--- src/rtl/dv_seq_ctrl.sv ---
// dv_seq_ctrl: DV test sequencer (power-up, DUT reset hold, per-channel start, drain, watchdog).
// Latency: every output is a flop, updated on the clk edge that takes the phase decision.
// Backpressure: none; channels hold stim_done/test_done, optional watchdog via DV_SEQ_WATCHDOG_EN.
module dv_seq_ctrl #(
    parameter int N              = 2,
    parameter int CW             = 16,
    parameter int PWR_CYCLES     = 4,
    parameter int RST_CYCLES     = 8,
    parameter int DRAIN_CYCLES   = 16,
    parameter int TIMEOUT_CYCLES = 1000
) (
    input  logic         clk,
    input  logic         nreset,
    input  logic [N-1:0] ch_mask,
    input  logic [N-1:0] dut_active,
    input  logic [N-1:0] stim_done,
    input  logic [N-1:0] test_done,
    output logic         vdd_en,
    output logic         dut_nreset,
    output logic [N-1:0] start,
    output logic         done,
    output logic         fail,
    output logic [2:0]   state
);

    if (N < 1 || N > 32 || PWR_CYCLES < 1 || RST_CYCLES < 1 || DRAIN_CYCLES < 1 ||
        TIMEOUT_CYCLES < 1 || TIMEOUT_CYCLES > (2**CW) - 1) begin : g_bad_cfg
        $error("dv_seq_ctrl: parameter out of range");
    end

    typedef enum logic [2:0] {
        S_OFF   = 3'd0,
        S_RAMP  = 3'd1,
        S_RSTH  = 3'd2,
        S_WAIT  = 3'd3,
        S_RUN   = 3'd4,
        S_DRAIN = 3'd5,
        S_DONE  = 3'd6,
        S_FAIL  = 3'd7
    } state_e;

    localparam logic [CW-1:0] PWR_LAST   = CW'(PWR_CYCLES - 1);
    localparam logic [CW-1:0] RST_LAST   = CW'(RST_CYCLES - 1);
    localparam logic [CW-1:0] DRAIN_LAST = CW'(DRAIN_CYCLES - 1);

    function automatic logic [CW-1:0] sat_inc(input logic [CW-1:0] v);
        return (v == '1) ? v : v + CW'(1);
    endfunction

    state_e        state_q, state_d;
    logic [CW-1:0] cnt_q, cnt_d;
    logic [N-1:0]  mreg_q, mreg_d;
    logic [N-1:0]  start_q, start_d;
    logic          vdd_en_q, vdd_en_d;
    logic          dut_nreset_q, dut_nreset_d;
    logic          done_q, done_d;
    logic [N-1:0]  chdone;
    logic          all_started;
    logic          all_done;

    // Exit from WAIT looks at starts already registered, so it lands one cycle after the last start.
    assign all_started = (start_q & mreg_q) == mreg_q;
    assign chdone      = mreg_q & stim_done & test_done;
    assign all_done    = chdone == mreg_q;

`ifdef DV_SEQ_WATCHDOG_EN
    localparam logic [CW-1:0] WD_LAST = CW'(TIMEOUT_CYCLES - 1);
    logic [CW-1:0] wdog_q, wdog_d;
    logic          fail_q, fail_d;
    logic          wd_expired;

    assign wd_expired = wdog_q == WD_LAST;
`endif

    always_comb begin
        state_d = state_q;
        cnt_d   = sat_inc(cnt_q);
        mreg_d  = mreg_q;
        start_d = start_q;
`ifdef DV_SEQ_WATCHDOG_EN
        wdog_d  = wdog_q;
`endif
        case (state_q)
            S_OFF: begin
                state_d = S_RAMP;
                cnt_d   = '0;
            end
            S_RAMP: begin
                if (cnt_q == PWR_LAST) begin
                    state_d = S_RSTH;
                    cnt_d   = '0;
                end
            end
            S_RSTH: begin
                if (cnt_q == RST_LAST) begin
                    state_d = S_WAIT;
                    cnt_d   = '0;
                    mreg_d  = ch_mask;
`ifdef DV_SEQ_WATCHDOG_EN
                    wdog_d  = '0;
`endif
                end
            end
            S_WAIT: begin
                start_d = start_q | (mreg_q & dut_active);
`ifdef DV_SEQ_WATCHDOG_EN
                wdog_d  = sat_inc(wdog_q);
`endif
                if (all_started) begin
                    state_d = S_RUN;
`ifdef DV_SEQ_WATCHDOG_EN
                end else if (wd_expired) begin
                    state_d = S_FAIL;
`endif
                end
            end
            S_RUN: begin
`ifdef DV_SEQ_WATCHDOG_EN
                wdog_d = sat_inc(wdog_q);
`endif
                if (all_done) begin
                    state_d = S_DRAIN;
                    cnt_d   = '0;
`ifdef DV_SEQ_WATCHDOG_EN
                end else if (wd_expired) begin
                    state_d = S_FAIL;
`endif
                end
            end
            S_DRAIN: begin
                if (cnt_q == DRAIN_LAST) begin
                    state_d = S_DONE;
                end
            end
            default: begin
            end
        endcase

        // Outputs are a function of the phase being entered, so they line up with state.
        vdd_en_d     = state_d != S_OFF;
        dut_nreset_d = state_d inside {S_WAIT, S_RUN, S_DRAIN, S_DONE};
        done_d       = state_d == S_DONE;
        if (state_d inside {S_DONE, S_FAIL}) begin
            start_d = '0;
        end
`ifdef DV_SEQ_WATCHDOG_EN
        fail_d = state_d == S_FAIL;
`endif
    end

    always_ff @(posedge clk or negedge nreset) begin
        if (!nreset) begin
            state_q      <= S_OFF;
            cnt_q        <= '0;
            mreg_q       <= '0;
            start_q      <= '0;
            vdd_en_q     <= 1'b0;
            dut_nreset_q <= 1'b0;
            done_q       <= 1'b0;
        end else begin
            state_q      <= state_d;
            cnt_q        <= cnt_d;
            mreg_q       <= mreg_d;
            start_q      <= start_d;
            vdd_en_q     <= vdd_en_d;
            dut_nreset_q <= dut_nreset_d;
            done_q       <= done_d;
        end
    end

`ifdef DV_SEQ_WATCHDOG_EN
    always_ff @(posedge clk or negedge nreset) begin
        if (!nreset) begin
            wdog_q <= '0;
            fail_q <= 1'b0;
        end else begin
            wdog_q <= wdog_d;
            fail_q <= fail_d;
        end
    end

    assign fail = fail_q;
`else
    assign fail = 1'b0;
`endif

    assign vdd_en     = vdd_en_q;
    assign dut_nreset = dut_nreset_q;
    assign start      = start_q;
    assign done       = done_q;
    assign state      = state_q;

endmodule
--- config.mk ---
export PLATFORM = sky130hd
export DESIGN_NAME = dv_seq_ctrl
export DESIGN_NICKNAME = d
export VERILOG_FILES = /design/src/rtl/dv_seq_ctrl.sv
export SDC_FILE = /design/constraint.sdc
export NUM_CORES = 1
export LEC_CHECK = 0
export CORE_MARGIN = 1.5
export CORE_UTILIZATION = 40
export DETAILED_ROUTE_END_ITERATION = 8
export PLACE_DENSITY_LB_ADDON = 0.05
export SLEW_MARGIN = 5
export SYNTH_ARGS = -nofsm -noshare
export SYNTH_HDL_FRONTEND = slang
export SYNTH_SLANG_ARGS = --single-unit
--- constraint.sdc ---
create_clock -name clk -period 1.7 [get_ports clk]
set_clock_uncertainty 0.1 [all_clocks]
set_input_delay 0.34 -clock clk [delete_from_list [all_inputs] [get_ports clk]]
set_output_delay 0.34 -clock clk [all_outputs]
set_load 0.02 [all_outputs]
==> results.py <==
metrics = {
    "outcome": {
        "status": "finished, violations left",
        "violations": "negative setup slack",
    },
    "clock_network": {
        "clkTransAtPathRegs_ns": 0.14,
        "clockBufferDepth": 2,
        "clock_sinks": 26,
        "insertion_delay_ns": 0.32,
        "cts_root_buf": "clkbuf_4",
        "htree_levels": 1,
        "hold_buffers": 0,
        "cts_made_buffers": 3,
        "cts_tree": "yes",
    },
    "timing": {
        "maxSlewViolCount": 0,
        "tns_ns": -1.77,
        "fin_crit_ns": 1.85,
        "finalHoldViolations": 0,
        "rsz0062_at_grt": "true",
        "fin_ws_ns": -0.150,
        "slew_headroom_pct": 62.5,
        "post-route-period-util_pct": 109,
        "max_freq_mhz": 541,
        "tightest_slew_ns": 0.557,
        "setup_violations": 19,
        "fin_hold_ws_ns": 0.266,
    },
    "global_route": {
        "gr-usage-all-layers_pct": 18.8,
        "grt_pass1_vias": 1175,
        "grt_pass1_wl_um": 5330,
        "grt_max_degree": 27,
        "antenna_found_initial": 0,
        "grt_overflow": 0,
    },
    "floorplan": {
        "pin_count": 19,
        "die_area_um2": 3820,
        "coreArea_um2": 3340,
        "fp-row-count": 21,
        "start_util_pct": 41.5,
        "die_y_um": 61.8,
        "die_w_um": 61.8,
    },
    "logic_synthesis": {
        "synthAdderAreaFrac_pct": 0.904,
        "synth-compound-area-share_pct": 11.5,
        "yosysUniqueCellTypes": 40,
        "synth_nets": 155,
        "syn-cell-area_um2": 1380,
        "ys_warn_count": 0,
        "synth_xor_area_share_pct": 5.70,
        "synth_area_leaders": "dfrtp_1, nor2_1, xnor2_1, nand2_1, nor3_1",
        "ys_seq_area_share_pct": 47.0,
        "yosys.area.top_type_share_pct": 47.0,
        "ys_seq_elements": 26,
        "netlist_instances": 144,
        "yosysTopAreaCell": "dfrtp_1",
        "yosys.area_share.simple_pct": 27.6,
        "synth_top_family_by_area": "simple AND/OR/NAND/NOR gates",
        "synth_area_per_cell_um2": 9.61,
        "synthMuxAreaShare_pct": 3.80,
    },
    "placed_design": {
        "dpl.hpwl_um": 2330,
        "post-place-ws_ns": -0.309,
        "io_buffers": 17,
        "postPlaceCellArea_um2": 1820,
        "gp_congestion": 0.836,
    },
    "cells_and_area": {
        "areaGrowthSynthToFinish_pct": 56.1,
        "drive_gt1_share_pct": 41.0,
        "antenna_cells": 0,
        "num-nets-final": 207,
        "fin_util_pct": 64.8,
        "design_area_um2": 2160,
    },
    "drt": {
        "dr.first_iter.drc_count": 84,
        "ant_nets": 0,
        "routed_wl_um": 3530,
        "viasPerCell": 5.28,
        "wire_per_inst_um": 14.6,
        "vias": 1272,
        "drt_first_pass_iters": 4,
        "drc": 0,
    },
    "worst_setup_path": {
        "start_kind": "flip-flop",
        "cp_slowest_cell": "dfrtp_1",
        "timing.rr.start": "cnt_q[5]",
        "cp-startpoint": "cnt_q[5]",
        "crit_path_max_fanout": 3,
        "crit_chain": "nor4_4 -> nand4_1 -> nor2_2 -> buf_4 -> nand3_4 -> mux2_4",
        "path_class": "reg -> reg",
        "cpPeakStageDelay_ns": 0.44,
        "worstPathArrival_ns": 1.98,
        "required_ns": 1.83,
        "cp-end-kind": "flip-flop",
    },
    "run": {
        "cap_violations": 0,
    },
    "power": {
        "peakVddDrop_mv": 0.890,
        "power.density_nw_per_um2": 1220,
        "p_leak_nw": 0.929,
    },
    "worst_hold_path": {
        "hold_path_class": "in -> async",
    },
}
-- Yosys cell counts --
master	instances
a32o_1	2
ha_1	1
o21ai_0	2
conb_1	2
xnor2_1	6
mux2_1	2
nand4_1	6
a311oi_2	1
o21bai_1	1
a21oi_1	3
nand3_1	5
a41oi_1	1
and4_1	2
nor4_1	4
a311oi_1	1
nand2_1	11
mux2i_1	3
nor4_4	1
or3_1	1
o22ai_1	1
o211ai_1	1
and3_1	2
clkbuf_1	2
nor2_2	1
o21a_1	2
nor2_1	23
nor3b_1	2
o31ai_1	1
a21o_1	1
nor3_1	8
nor2b_1	4
buf_4	3
nand4_2	1
dfrtp_1	26
a211oi_1	2
a31oi_1	1
a22o_1	1
nand3_2	1
inv_1	3
xor2_1	3
-- worst max-delay path, delay by kind of cell, from the launching register on --
family	cells	cell delay [ns]
simple gates	4	0.75
flops	1	0.44
mux	1	0.31
buf+inv	1	0.14
-- routing by layer --
layer  share of wire, %  global-route usage, %  vias up
li1                   -                      -      619
met1                 45                   26.7      624
met2                 50                   29.2       27
met3                3.8                   3.31        2
met4               0.65                   6.08        0
met5                  0                      0        -
-- worst paths after layout --
check | to | slack (ns) | cells past startpoint
worst max-delay path | mreg_q[1] | -0.15 | 6
worst min-delay path | cnt_q[10] | 0.27 | 2
worst max register to register | mreg_q[1] | -0.15 | 6
worst min register to register | start[0] | 0.45 | 1
max in group asynchronous | state[0] | 0.96 | 2
min in group clk | start[0] | 0.45 | 1
-- stage by stage --
stage / total power [mW] / std cells
5_1_grt: 2.83 / 241
3_5_place_dp: 1.92 / 231
3_3_place_gp: 1.91 / 231
2_1_floorplan: 1.49 / 144
4_1_cts: 2.25 / 237
6_report: 2.65 / 241
-- where the power goes --
part           internal [mW]  switching [mW]
Clock                  0.131           0.188
Combinational          0.712           0.681
Sequential             0.766           0.167
-- cells in the final DEF, fill, tap and decap left out, types with 2 or more instances in the layout --
master | Yosys | final
a21oi_1 | 3 | 3
a32o_1 | 2 | 2
and3_1 | 2 | 2
and4_1 | 2 | 2
buf_4 | 3 | 31
buf_6 | 0 | 2
clkbuf_4 | 0 | 3
clkdlybuf4s50_1 | 0 | 9
conb_1 | 2 | 2
dfrtp_1 | 26 | 24
dfrtp_2 | 0 | 2
dlygate4sd2_1 | 0 | 8
inv_1 | 3 | 3
mux2_4 | 0 | 2
nand2_1 | 11 | 11
nand3_1 | 5 | 4
nand4_1 | 6 | 6
nor2_1 | 23 | 14
nor2_2 | 1 | 5
nor2_4 | 0 | 5
nor2b_1 | 4 | 3
nor3_1 | 8 | 2
nor3_2 | 0 | 3
nor3_4 | 0 | 3
nor3b_2 | 0 | 2
nor4_4 | 1 | 3
o21a_1 | 2 | 2
o21ai_2 | 0 | 2
xnor2_1 | 6 | 4
xnor2_2 | 0 | 2
xor2_1 | 3 | 2
-- layout make-up --
type	count	area, um2
fillers	283	1180
multi-input cells	110	942
flip-flops and latches	26	653
repair buffers	52	460
well taps	46	57.6
clock buffers	4	36.3
inverters	3	11.3
-- cell families after synthesis --
kind of cell             count (synthesis)
XOR/XNOR                                 9
multiplexers                             5
AND/OR/NAND/NOR                         72
AO/OA/AOI/OAI                           21
adder cells (fa/ha/maj)                  1
buffers and inverters                    8
other                                    2
flip-flops                              26
-- flip-flops by register name, indices dropped and copies added, names as in the netlist --
register    count
state           3
vdd_en          1
done            1
mreg_q          2
dut_nreset      1
start           2
cnt_q          16
-- repair_timing --
item,CTS,global route
resized for setup,17,45
buffers inserted,2,3
gates cloned,0,1
pin swaps,5,17
endpoints found under the setup margin,30,23
No activity file was read; power rests on OpenSTA's default activity.
